==> config.mk <==
export PLATFORM = sky130hd
export DESIGN_NAME = decoder_rr_arbiter_flat
export DESIGN_NICKNAME = d
export VERILOG_FILES = /design/src/rtl/decoder_rr_arbiter_pkg.sv /design/src/rtl/decoder_rr_arbiter_if.sv /design/src/rtl/decoder_rr_arbiter_rr_pick4.sv /design/src/rtl/decoder_rr_arbiter.sv /design/src/flat_wrapper.sv
export SDC_FILE = /design/constraint.sdc
export NUM_CORES = 1
export LEC_CHECK = 0
export CORE_MARGIN = 3
export CORE_UTILIZATION = 55
export DETAILED_ROUTE_END_ITERATION = 8
export PLACE_DENSITY = 0.8
export SYNTH_ARGS = -nofsm -noshare
export SYNTH_HDL_FRONTEND = slang
export SYNTH_SLANG_ARGS = --single-unit
==> constraint.sdc <==
create_clock -name clk -period 4.6 [get_ports clk]
set_input_delay 0.92 -clock clk [delete_from_list [all_inputs] [get_ports clk]]
set_output_delay 0.92 -clock clk [all_outputs]
set_load 0.005 [all_outputs]
==> src/rtl/decoder_rr_arbiter_pkg.sv <==
// Shared types and constants for the round-robin decoder-select arbiter.
package decoder_arb_pkg;

  localparam int NUM_REQ = 4;
  localparam int SEL_W   = 2;
  localparam int HOLD_W  = 8;

  typedef enum logic [0:0] {
    IDLE  = 1'b0,
    GRANT = 1'b1
  } state_t;

  // Expand an encoded select index into a one-hot grant vector.
  function automatic logic [NUM_REQ-1:0] onehot4(input logic [SEL_W-1:0] s);
    logic [NUM_REQ-1:0] v;
    v    = '0;
    v[s] = 1'b1;
    return v;
  endfunction

endpackage

==> src/rtl/decoder_rr_arbiter_if.sv <==
// Request/grant bundle between requesters and the arbiter.
// Handshake: req[i] is a level request; the resource belongs to requester i
// exactly while gnt[i] is high, and the requester releases it by dropping req[i].
// state is a read-only view of the arbiter FSM for observation.
interface decoder_rr_arbiter_if;
  import decoder_arb_pkg::*;

  logic [NUM_REQ-1:0] req;
  logic [NUM_REQ-1:0] gnt;
  logic [SEL_W-1:0]   sel;
  logic               busy;
  logic               timeout;
  state_t             state;

  modport master (output req, input gnt, input sel, input busy, input timeout, input state);
  modport slave  (input req, output gnt, output sel, output busy, output timeout, output state);
endinterface

==> src/rtl/decoder_rr_arbiter_rr_pick4.sv <==
// Rotating priority encoder: first set request after ptr, wrapping around.
module rr_pick4
  import decoder_arb_pkg::*;
(
  input  logic [NUM_REQ-1:0] req,
  input  logic [SEL_W-1:0]   ptr,
  output logic               any,
  output logic [SEL_W-1:0]   idx
);

  // Scan from lowest to highest priority so the highest-priority hit wins last.
  always_comb begin
    logic [SEL_W-1:0] cand;
    any  = 1'b0;
    idx  = '0;
    cand = '0;
    for (int k = NUM_REQ; k >= 1; k--) begin
      cand = ptr + SEL_W'(k);
      if (req[cand]) begin
        any = 1'b1;
        idx = cand;
      end
    end
  end

endmodule

==> src/rtl/decoder_rr_arbiter.sv <==
// Round-robin arbiter driving a 2-to-4 decoder select with a break-before-make
// idle cycle between grants and an optional cap on grant tenure.
module decoder_rr_arbiter
  import decoder_arb_pkg::*;
#(
  parameter int MAX_HOLD = 8
)(
  input logic                 clk,
  input logic                 rst,
  decoder_rr_arbiter_if.slave bus
);

  localparam logic [HOLD_W-1:0] HOLD_LIMIT = HOLD_W'(MAX_HOLD);
  localparam logic [HOLD_W-1:0] HOLD_SAT   = '1;

  state_t             state_q, state_n;
  logic [SEL_W-1:0]   ptr_q, ptr_n;
  logic [HOLD_W-1:0]  cnt_q, cnt_n;
  logic [SEL_W-1:0]   sel_q, sel_n;
  logic [NUM_REQ-1:0] gnt_q, gnt_n;
  logic               busy_q, busy_n;
  logic               timeout_q, timeout_n;

  logic               pick_any;
  logic [SEL_W-1:0]   pick_idx;

  rr_pick4 u_pick (
    .req (bus.req),
    .ptr (ptr_q),
    .any (pick_any),
    .idx (pick_idx)
  );

  // Next-state and next-output logic; arbitration only happens in IDLE.
  always_comb begin
    state_n   = state_q;
    ptr_n     = ptr_q;
    cnt_n     = cnt_q;
    sel_n     = sel_q;
    gnt_n     = gnt_q;
    busy_n    = busy_q;
    timeout_n = 1'b0;
    unique case (state_q)
      IDLE: begin
        gnt_n  = '0;
        busy_n = 1'b0;
        if (pick_any) begin
          sel_n   = pick_idx;
          gnt_n   = onehot4(pick_idx);
          busy_n  = 1'b1;
          cnt_n   = HOLD_W'(1);
          state_n = GRANT;
        end
      end
      GRANT: begin
        if (!bus.req[sel_q] || (MAX_HOLD != 0 && cnt_q == HOLD_LIMIT)) begin
          // Releasing holder goes to the back of the rotation; sel keeps its value.
          ptr_n     = sel_q;
          state_n   = IDLE;
          gnt_n     = '0;
          busy_n    = 1'b0;
          cnt_n     = '0;
          timeout_n = bus.req[sel_q];
        end else if (cnt_q != HOLD_SAT) begin
          cnt_n = cnt_q + HOLD_W'(1);
        end
      end
      default: begin
        state_n = IDLE;
        gnt_n   = '0;
        busy_n  = 1'b0;
      end
    endcase
  end

  // State, pointer, counter and registered outputs; reset puts requester 0 first.
  always_ff @(posedge clk or posedge rst) begin
    if (rst) begin
      state_q   <= IDLE;
      ptr_q     <= 2'd3;
      cnt_q     <= '0;
      sel_q     <= '0;
      gnt_q     <= '0;
      busy_q    <= 1'b0;
      timeout_q <= 1'b0;
    end else begin
      state_q   <= state_n;
      ptr_q     <= ptr_n;
      cnt_q     <= cnt_n;
      sel_q     <= sel_n;
      gnt_q     <= gnt_n;
      busy_q    <= busy_n;
      timeout_q <= timeout_n;
    end
  end

  assign bus.gnt     = gnt_q;
  assign bus.sel     = sel_q;
  assign bus.busy    = busy_q;
  assign bus.timeout = timeout_q;
  assign bus.state   = state_q;

endmodule

==> src/flat_wrapper.sv <==
// flat-port wrapper written by rule: the top's interface ports become plain ports
module decoder_rr_arbiter_flat import decoder_arb_pkg::*;
#(
  parameter int MAX_HOLD = 8
)
  (clk, rst, bus_req, bus_gnt, bus_sel, bus_busy, bus_timeout, bus_state);
  decoder_rr_arbiter_if bus_i ();
  input logic clk;
  input logic rst;
  input wire logic [$bits(bus_i.req)-1:0] bus_req;
  output wire logic [$bits(bus_i.gnt)-1:0] bus_gnt;
  output wire logic [$bits(bus_i.sel)-1:0] bus_sel;
  output wire logic [$bits(bus_i.busy)-1:0] bus_busy;
  output wire logic [$bits(bus_i.timeout)-1:0] bus_timeout;
  output wire logic [$bits(bus_i.state)-1:0] bus_state;
  assign bus_i.req = bus_req;
  assign bus_gnt = bus_i.gnt;
  assign bus_sel = bus_i.sel;
  assign bus_busy = bus_i.busy;
  assign bus_timeout = bus_i.timeout;
  assign bus_state = bus_i.state;
  decoder_rr_arbiter #(.MAX_HOLD(MAX_HOLD)) u_core (.clk(clk), .rst(rst), .bus(bus_i));
endmodule
==> results of run 1 <==
cell type report:
type	instances	area, µm²	share of cell area
flip-flops and latches	19	478	0.376
inverters	6	22.5	0.0177
multi-input cells	81	572	0.450
repair buffers	14	140	0.110
clock buffers	3	22.5	0.0177
well taps	25	31.3	0.0246
clock inverters	1	5.00	0.00394
synth_stat cells, types with 3 or more instances:
cell type  number
a21oi_1         4
a31oi_1         3
dfrtp_1        17
inv_1           6
mux2_2          4
mux2i_1         3
nand2_1        14
nand2b_1        3
nor2_1          5
o21ai_0         4
xnor2_1         4
layer usage:
metal,global-route usage,vias up,share of wire
met5,0,-,0
met4,0.0673,0,0.010
met3,0.0175,3,0.035
met2,0.322,23,0.48
met1,0.248,430,0.47
li1,-,429,-
critical path, stage by stage:
cell             delay [ns]
clkdlybuf4s50_1        0.61
mux2_2                 0.21
a2bb2oi_1              0.24
a21boi_0               0.38
mux2_2                 0.38
logic make-up after synthesis:
kind of cell,Yosys count,synth area share
buf+inv,9,0.0573
flops,19,0.429
mux,8,0.0910
simple gates,43,0.217
fa+ha+maj,2,0.0225
xor+xnor,4,0.0315
compound gates,24,0.152
report_power, final:
group | leakage, nW | internal [mW] | total (mW) | switching, mW
Combinational | 0.284 | 0.172 | 0.312 | 0.139
Sequential | 0.244 | 0.227 | 0.288 | 0.0612
Clock | 0.0177 | 0.0324 | 0.0829 | 0.0505
flip-flops by register name, summed over array words and instances, names as in the netlist:
signal,count
u_core.bus.sel,2
u_core.bus.gnt,4
u_core.bus.state,1
u_core.cnt_q,8
u_core.bus.busy,1
u_core.ptr_q,2
u_core.bus.timeout,1
path summary, 6_finish.rpt:
kind / start / to / cells after the start
worst max-delay path: bus_req[3] / u_core.ptr_q[1]$_DFFE_PP1P_ / 5
worst min-delay path: u_core.bus.gnt[2]$_DFFE_PP0P_ / u_core.bus.gnt[2]$_DFFE_PP0P_ / 2
worst max register to register: u_core.bus.sel[1]$_DFFE_PP0P_ / u_core.ptr_q[1]$_DFFE_PP1P_ / 4
worst min register to register: u_core.bus.gnt[2]$_DFFE_PP0P_ / u_core.bus.gnt[2]$_DFFE_PP0P_ / 2
max in group asynchronous: rst / u_core.bus.sel[1]$_DFFE_PP0P_ / 2
min in group asynchronous: rst / u_core.cnt_q[5]$_DFFE_PP0P_ / 2
through the flow:
stage / utilization / hold WS, ns / cells / cell area [µm²]
after global routing: 0.698 / 0.533 / 149 / 1270
after floorplan: - / 0.471 / 109 / 1110
final: 0.698 / 0.484 / 149 / 1270
after CTS: 0.698 / 0.493 / 149 / 1270
after detailed placement: 0.683 / 0.469 / 145 / 1240
after global placement: 0.683 / 0.461 / 145 / 1240
==> summary.md, run 1 <==
| Metric | Value |
|---|---|
| Power density cells | between 500 and 600 mW/mm² |
| Pre-CTS WS | between 1.5 and 2 ns |
| Core Region | approximately 0.0018 mm² |
| Peak supply drop | 363 µV |
| Row count | 15 |
| Number of diodes | 0 |
| Die Footprint | 0.00260 mm² |
| Post-CTS setup buffer count | 0 |
| Dpl hpwl | roughly 1600 µm |
| Kind of path behind the tightest hold check | flip-flop to flip-flop |
| Antenna-violating nets left | 0 |
| Commonest non-fill, non-tap cells in the layout | dfrtp_1 (17), nand2_1 (14), clkdlybuf4s50_1 (14) |
| Yosys cell types | 45 |
| Vias in the first global route | 828 |
| Drt first-iter violations | 33 |
| # fillers | between 100 and 150 |
| GRT Overall Usage | 0.189 |
| Total power | roughly 0.68 mW |
| # DRC | 0 |
| Worst Max-Slew Pin Slew | 0.668 ns |
| Final worst setup slack | 2.09 ns |
| GRT overflow | 0 |
| Post-synthesis instance area | around 0.0011 mm² |
| CTS sink count | 19 |
| CTS root buf | clkbuf_4 |
| Post-synth EDFFs | 0 |
| Ratio of cells with drive above 1 in the final layout | 0.121 |
| Yosys reg bits | 19 |
| Worst EP arrival | between 2 and 3 ns |
| Total negative slack | 0 ns |
| PortBufs | 14 |
| Clock transition at path regs | around 0.10 ns |
| Asr flop ratio synth | 1.00 |
| Yosys Warn Count | 0 |
| Worst-path maximum fanout | 8 |
| Dominant synthesized flop cell | dfrtp_1 |
| Register area share after synthesis | 0.429 |
| Largest net degree at the start of global routing | 20 |
| CTS Buf Count | 3 |
| Final-stage net count | approximately 130 |
| Die H | approximately 51 µm |
| RSZ-0062 raised after global routing | false |
| Pre-antenna DRT Iters | 4 |
| WL final | between 2000 and 2500 µm |
| Skew final | between 0.004 and 0.005 ns |
| Worst-skew pair later-pin latency | about 0.30 ns |
| Endpoints failing setup | 0 |
| Clock Path Buffers | 2 |
| Worst rel slew slack | 0.554 |
| Io pins | 15 |
| Final slew viol count | 0 |
| WL/cell | ~14 µm |
| Setup crit start kind | primary input |
| Max Clk Rate | around 400 MHz |
| Starting Density | 0.612 |
| Most common cell after layout, fill and taps aside | dfrtp_1 |
| Post-synth net total | approximately 120 |
| Biggest area consumer among synthesized cells | dfrtp_1 |
| Req. time, crit path | slightly below 5 ns |
| Period minus WS final | between 2 and 3 ns |
| Antenna violations before repair | 0 |
| Status | completed |
| TritonCTS clock tree | built |
| Drt via density | just under 6 |
| Synth area leaders | dfrtp_1 (38%), dfstp_2 (4.7%), nand2_1 (4.7%), mux2_2 (4.0%), xnor2_1 (3.1%) |
| Post-CTS Hold Buffers | 0 |
| Mean post-synth cell area | slightly above 10 µm² |
| Final hold vios | 0 |
| Post-synth top area share | 0.382 |
| Die Span X | 51.0 µm |
| Static Leak | roughly 0.55 nW |
| DR vias | just under 900 |
| Critical path endpoint category | flip-flop |
| Period Utilization, post-route | 0.546 |
| Max cap viols | 0 |
| Post_cts resized | 0 |
| First-pass GRT wire length | 3710 µm |
| Mapped Cells | 109 |
| Setup slack, reg-to-reg | 2.81 ns |
| Area growth syn-to-layout | 14.2% |
| H-Tree Depth | 1 |
| Final GP Congestion | 0.858 |
| Crit path kind | primary input to flip-flop |
No activity file was read; power rests on OpenSTA's default activity.
==> inputs of run 2 (changes only) <==
--- a/config.mk
+++ b/config.mk
@@ -6,9 +6,9 @@
 export NUM_CORES = 1
 export LEC_CHECK = 0
 export CORE_MARGIN = 3
-export CORE_UTILIZATION = 55
+export CORE_UTILIZATION = 53
 export DETAILED_ROUTE_END_ITERATION = 8
-export PLACE_DENSITY = 0.8
+export PLACE_DENSITY = 0.77
 export SYNTH_ARGS = -nofsm -noshare
 export SYNTH_HDL_FRONTEND = slang
 export SYNTH_SLANG_ARGS = --single-unit
==> constraint.sdc (replaced) <==
create_clock -name clk -period 2.6 [get_ports clk]
set_input_delay 0.52 -clock clk [delete_from_list [all_inputs] [get_ports clk]]
set_output_delay 0.52 -clock clk [all_outputs]
set_load 0.005 [all_outputs]
==> run 2 against run 1 <==
Against the previous run:
- critical path depth unchanged
- count of clock-buffer cells in the layout rose by 1
- register-to-register slack lost 2.0 ns
- sequential power grew 76%
- sequential share of layout area fell by 0.18 points
- power grew 76%
- hold slack improved by 0.0026 ns
- clock skew up 0.0020 ns
- sequential cell count stayed put
- via count shrank 1.9%
- core utilization is 1.1 points lower
- combinational power grew 75%
- critical path type unchanged
==> summary.md, run 2 (same netlist as run 1, synthesis figures left out) <==
| Metric | Value |
|---|---|
| Status | completed (unchanged) |
| Largest net degree at the start of global routing | 20 (unchanged) |
| RSZ-0062 raised after global routing | false (unchanged) |
| Ratio of cells with drive above 1 in the final layout | 0.120 (was 0.121) |
| Req. time, crit path | 2.80 ns (was 4.83 ns) |
| Post-CTS setup buffer count | 0 (unchanged) |
| Final GP Congestion | 0.868 (was 0.858) |
| Final-stage net count | 134 (was 133) |
| Peak supply drop | 776 µV (was 363 µV) |
| Drt first-iter violations | 14 (was 33) |
| Grt met3 use | 0.0344 (was 0.0175) |
| WL/cell | 13.6 µm (was 14.1 µm) |
| Final slew viol count | 0 (unchanged) |
| Final hold vios | 0 (unchanged) |
| PortBufs | 14 (unchanged) |
| H-Tree Depth | 1 (unchanged) |
| Worst-skew pair later-pin latency | 0.30 ns (about the same) |
| TritonCTS clock tree | built (unchanged) |
| Worst-path maximum fanout | 7 (was 8) |
| Post_cts resized | 0 (unchanged) |
| Kind of path behind the tightest hold check | flip-flop to flip-flop (unchanged) |
| Antenna violations before repair | 0 (unchanged) |
| Number of diodes | 0 (unchanged) |
| GRT busiest layer | met2 (unchanged) |
| CTS root buf | clkbuf_4 (unchanged) |
| Final worst setup slack | 0.511 ns (was 2.09 ns) |
| Post-CTS Hold Buffers | 0 (unchanged) |
| Die Footprint | 0.00269 mm² (was 0.00260 mm²) |
| Critical path endpoint category | flip-flop (unchanged) |
| FF+latch area | 478 µm² (unchanged) |
| Area growth syn-to-layout | 14.7% (was 14.2%) |
| Dpl hpwl | 1560 µm (was 1620 µm) |
| Final Util | 0.688 (was 0.698) |
| Most flop-heavy register | u_core.cnt_q (unchanged) |
| Routing usage on met1 | 0.259 (was 0.248) |
| Max FFs per register | 8 (unchanged) |
| Setup crit start kind | primary input (unchanged) |
| Commonest non-fill, non-tap cells in the layout | dfrtp_1 (17), nand2_1 (14), clkdlybuf4s50_1 (14) (unchanged) |
| First-pass GRT wire length | 3660 µm (was 3710 µm) |
| Max cap viols | 0 (unchanged) |
| Area of the multi-input gates | 572 µm² (unchanged) |
| Row count | 15 (unchanged) |
| Antenna-violating nets left | 0 (unchanged) |
| Worst EP arrival | 2.29 ns (was 2.74 ns) |
| Crit path kind | primary input to flip-flop (unchanged) |
| GRT overflow | 0 (unchanged) |
| Met2 usage | 0.278 (was 0.322) |
| Core Region | 0.00186 mm² (was 0.00182 mm²) |
| GRT Overall Usage | 0.185 (was 0.189) |
| Clock transition at path regs | 0.11 ns (was 0.10 ns) |
| Vias in the first global route | 785 (was 828) |
| Worst Max-Slew Pin Slew | 0.690 ns (was 0.668 ns) |
| Static Leak | 0.548 nW (was 0.546 nW) |
| CTS Buf Count | 3 (unchanged) |
| Die H | 51.8 µm (was 51.0 µm) |
| DR vias | 868 (was 885) |
| Pre-CTS WS | 0.204 ns (was 1.78 ns) |
| Clock Path Buffers | 2 (unchanged) |
| Pre-antenna DRT Iters | 4 (unchanged) |
| Period minus WS final | 2.09 ns |
| CTS sink count | 19 (unchanged) |
| Most common cell after layout, fill and taps aside | dfrtp_1 (unchanged) |
| Die Span X | 51.8 µm (was 51.0 µm) |
| Endpoints failing setup | 0 (unchanged) |
| Starting Density | 0.599 (was 0.612) |
| Drt via density | 5.79 (was 5.94) |
| Max Clk Rate | between 400 and 500 MHz |
| WL final | 2050 µm (was 2110 µm) |
| Total power | 1.20 mW (was 0.683 mW) |
| # DRC | 0 (unchanged) |
| Period Utilization, post-route | 0.803 |
| # fillers | 141 (was 149) |
| Skew final | 0.00664 ns (was 0.00465 ns) |
| Min Hold Slack | 0.486 ns (was 0.484 ns) |
| Total negative slack | 0 ns (unchanged) |
| Power density cells | 943 mW/mm² (was 537 mW/mm²) |
| Io pins | 15 (unchanged) |
| Worst rel slew slack | 0.539 (was 0.554) |
-- run 2: through the flow --
| step | std cells | cell area [µm²] |
|---|---|---|
| final | 150 | 1280 |
| after global routing | 150 | 1280 |
| after CTS | 150 | 1280 |
| after detailed placement | 146 | 1250 |
| after global placement | 146 | 1250 |
| after floorplan | 109 | 1110 |
-- run 2: layer usage --
metal	vias up	part of all wire
met5	-	0
met1	414	0.52
li1	437	-
met2	13	0.44
met4	0	0.013
met3	4	0.027
-- run 2: path summary, 6_finish.rpt --
path / from / to / slack (ns) / cells past startpoint
worst max-delay path: bus_req[1] / u_core.cnt_q[0]$_DFFE_PP0P_ / 0.51 / 5
worst min-delay path: u_core.bus.gnt[0]$_DFFE_PP0P_ / u_core.bus.gnt[0]$_DFFE_PP0P_ / 0.49 / 2
worst max register to register: u_core.bus.sel[1]$_DFFE_PP0P_ / u_core.ptr_q[1]$_DFFE_PP1P_ / 0.82 / 4
worst min register to register: u_core.bus.gnt[0]$_DFFE_PP0P_ / u_core.bus.gnt[0]$_DFFE_PP0P_ / 0.49 / 2
max in group asynchronous: rst / u_core.bus.sel[1]$_DFFE_PP0P_ / 1.54 / 2
min in group asynchronous: rst / u_core.cnt_q[4]$_DFFE_PP0P_ / 0.62 / 2
-- run 2: critical path, cell delays in order --
cell	delay [ns]
clkdlybuf4s50_1	0.50
or4_4	0.58
and2_4	0.18
or3_1	0.34
and3_1	0.16
-- run 2: cell type report --
cell class,count,share of cell area
Sequential cell,19,0.374
Inverter,6,0.0176
Multi-Input combinational cell,81,0.448
Tap cell,25,0.0245
Clock buffer,4,0.0206
Timing Repair Buffer,15,0.116
-- run 2: report_power, final --
| part | switching [mW] | internal, mW |
|---|---|---|
| sequential | 0.105 | 0.401 |
| combinational | 0.241 | 0.305 |
| clock | 0.0918 | 0.0598 |
==> inputs of run 3 (changes only) <==
--- a/config.mk
+++ b/config.mk
@@ -6,9 +6,9 @@
 export NUM_CORES = 1
 export LEC_CHECK = 0
 export CORE_MARGIN = 3
-export CORE_UTILIZATION = 53
+export CORE_UTILIZATION = 48
 export DETAILED_ROUTE_END_ITERATION = 8
-export PLACE_DENSITY = 0.77
+export PLACE_DENSITY = 0.74
 export SYNTH_ARGS = -nofsm -noshare
 export SYNTH_HDL_FRONTEND = slang
 export SYNTH_SLANG_ARGS = --single-unit
==> constraint.sdc (replaced) <==
create_clock -name clk -period 1.9 [get_ports clk]
set_input_delay 0.38 -clock clk [delete_from_list [all_inputs] [get_ports clk]]
set_output_delay 0.38 -clock clk [all_outputs]
set_load 0.005 [all_outputs]
==> run 3 against run 2 <==
Against the previous run:
- sequential power is 38% higher
- critical path depth stayed put
- clock skew is 0.0012 ns lower
- register-to-register slack worse by 0.72 ns
- core utilization is 3.4 points lower
- clock power is 37% higher
==> summary.md, run 3 (same netlist as run 1, synthesis figures left out) <==
| Metric | Value |
|---|---|
| Largest net degree at the start of global routing | 20 (unchanged) |
| Status | completed (unchanged) |
| Final GP Congestion | 0.809 (was 0.868) |
| PortBufs | 14 (unchanged) |
| WL final | 2400 µm (was 2050 µm) |
| GRT overflow | 0 (unchanged) |
| Pre-antenna DRT Iters | 4 (unchanged) |
| Post-CTS setup buffer count | 0 (unchanged) |
| Logic pwr share | 0.486 (was 0.454) |
| Max Clk Rate | ~550 MHz |
| Crit path kind | primary input to flip-flop (unchanged) |
| Drt via density | 5.70 (was 5.79) |
| Commonest non-fill, non-tap cells in the layout | dfrtp_1 (17), nand2_1 (13), clkdlybuf4s50_1 (13) (was dfrtp_1 (17), nand2_1 (14), clkdlybuf4s50_1 (14)) |
| Drt first-iter violations | 13 (was 14) |
| Row count | 16 (was 15) |
| Worst Max-Slew Pin Slew | 0.503 ns (was 0.690 ns) |
| H-Tree Depth | 1 (unchanged) |
| WL/cell | 14.8 µm (was 13.6 µm) |
| Total power | 1.76 mW (was 1.20 mW) |
| CTS sink count | 19 (unchanged) |
| Total negative slack | 0 ns (unchanged) |
| Static Leak | 0.606 nW (was 0.548 nW) |
| Skew final | 0.00547 ns (was 0.00664 ns) |
| Req. time, crit path | 2.10 ns (was 2.80 ns) |
| Worst-skew pair later-pin latency | 0.30 ns (about the same) |
| Die Span X | 54.2 µm (was 51.8 µm) |
| Final slew viol count | 0 (unchanged) |
| FF+latch area | 478 µm² (unchanged) |
| Kind of path behind the tightest hold check | primary input to async pin (was flip-flop to flip-flop) |
| Setup crit start kind | primary input (unchanged) |
| Post_cts resized | 0 (unchanged) |
| First-pass GRT wire length | 4180 µm (was 3660 µm) |
| Io pins | 15 (unchanged) |
| Cell Int Power | 1.12 mW (was 0.767 mW) |
| Die Footprint | 0.00293 mm² (was 0.00269 mm²) |
| Power density cells | 1290 mW/mm² (was 943 mW/mm²) |
| Critical Path Source | bus_req[0] (was bus_req[1]) |
| Period Utilization, post-route | 0.962 |
| Core Region | 0.00208 mm² (was 0.00186 mm²) |
| Max FFs per register | 8 (unchanged) |
| Dpl hpwl | 1780 µm (was 1560 µm) |
| Critical path endpoint category | flip-flop (unchanged) |
| Ratio of cells with drive above 1 in the final layout | 0.193 (was 0.120) |
| RR Startpoint | u_core.cnt_q[5]$_DFFE_PP0P_ (was u_core.bus.sel[1]$_DFFE_PP0P_) |
| Vias in the first global route | 931 (was 785) |
| Worst-path maximum fanout | 3 (was 7) |
| Area of the multi-input gates | 574 µm² (was 572 µm²) |
| Die H | 54.2 µm (was 51.8 µm) |
| CTS Buf Count | 3 (unchanged) |
| Clock share of power | 0.118 (was 0.126) |
| Area growth syn-to-layout | 22.1% (was 14.7%) |
| TritonCTS clock tree | built (unchanged) |
| Switching Share | 0.363 (about the same) |
| Clock Path Buffers | 2 (unchanged) |
| DR vias | 924 (was 868) |
| Most flop-heavy register | u_core.cnt_q (unchanged) |
| CTS root buf | clkbuf_4 (unchanged) |
| Worst-path cell chain | clkdlybuf4s50_1, or4_4, and2_4, or3_1, and3_1 (unchanged) |
| Clock transition at path regs | 0.11 ns (about the same) |
| Final-stage net count | 144 (was 134) |
| Slowest Stage Delay on Critical Path | 0.54 ns (was 0.58 ns) |
| Share of total power in sequential cells | 0.396 (was 0.420) |
| Antenna-violating nets left | 0 (unchanged) |
| Endpoints failing setup | 0 (unchanged) |
| # fillers | 177 (was 141) |
| GRT Overall Usage | 0.194 (was 0.185) |
| Number of diodes | 0 (unchanged) |
| Max cap viols | 0 (unchanged) |
| CP max stage cell | or4_4 (unchanged) |
| Starting Density | 0.535 (was 0.599) |
| RSZ-0062 raised after global routing | false (unchanged) |
| Final hold vios | 0 (unchanged) |
| Period minus WS final | 1.83 ns |
| # DRC | 0 (unchanged) |
| Post-CTS Hold Buffers | 0 (unchanged) |
| Peak supply drop | 713 µV (was 776 µV) |
| Most common cell after layout, fill and taps aside | dfrtp_1 (unchanged) |
| Worst rel slew slack | 0.662 (was 0.539) |
| Psw | 0.639 mW (was 0.438 mW) |
| Worst EP arrival | 2.03 ns (was 2.29 ns) |
| Antenna violations before repair | 0 (unchanged) |
run 3: path summary, 6_finish.rpt:
check / end / slack, ns / cells after the start
worst max register to register: u_core.bus.gnt[1]$_DFFE_PP0P_ / 0.10 / 3
worst min register to register: u_core.bus.busy$_DFFE_PP0P_ / 0.49 / 2
max in group asynchronous: u_core.ptr_q[1]$_DFFE_PP1P_ / 1.24 / 3
worst max-delay path: u_core.cnt_q[0]$_DFFE_PP0P_ / 0.07 / 5
min in group clk: u_core.bus.busy$_DFFE_PP0P_ / 0.49 / 2
worst min-delay path: u_core.bus.gnt[3]$_DFFE_PP0P_ / 0.39 / 3
run 3: power by group through the flow:
stage | combinational, mW | clock (mW) | sequential [mW]
detailed placement | 0.837 | 0 | 0.702
floorplan | 0.561 | 0 | 0.663
finish | 0.854 | 0.208 | 0.697
CTS | 0.842 | 0.211 | 0.696
global placement | 0.819 | 0 | 0.692
global route | 0.954 | 0.235 | 0.722
run 3: area by class of cell:
type | instances | area share
multi-input combinational | 81 | 0.422
sequential | 19 | 0.351
timing repair buffer | 25 | 0.166
tap | 27 | 0.0248
clock buffer | 4 | 0.0193
inverter | 6 | 0.0166
run 3: stage by stage:
step                      worst slack (ns)  std cells  instance area [µm²]   util  hold WS (ns)
final                               0.0721        162                 1360  0.653         0.392
after global routing                0.0279        162                 1360  0.653         0.424
after CTS                           0.0227        162                 1360  0.651         0.412
after detailed placement            -0.295        158                 1330  0.638         0.464
after global placement              -0.255        158                 1330  0.638         0.459
after floorplan                      0.218        109                 1110      -         0.330
run 3: critical path, delay by kind of cell:
kind | cells | cell delay (ns)
and+or+nand+nor | 4 | 1.22
buffers and inverters | 1 | 0.43
run 3: metal layers:
metal | global-route usage | part of all wire | up-vias
li1 | - | - | 449
met1 | 0.266 | 0.48 | 456
met2 | 0.317 | 0.48 | 19
met3 | 0.0443 | 0.043 | 0
met4 | 0.0290 | 0 | 0
met5 | 0 | 0 | -
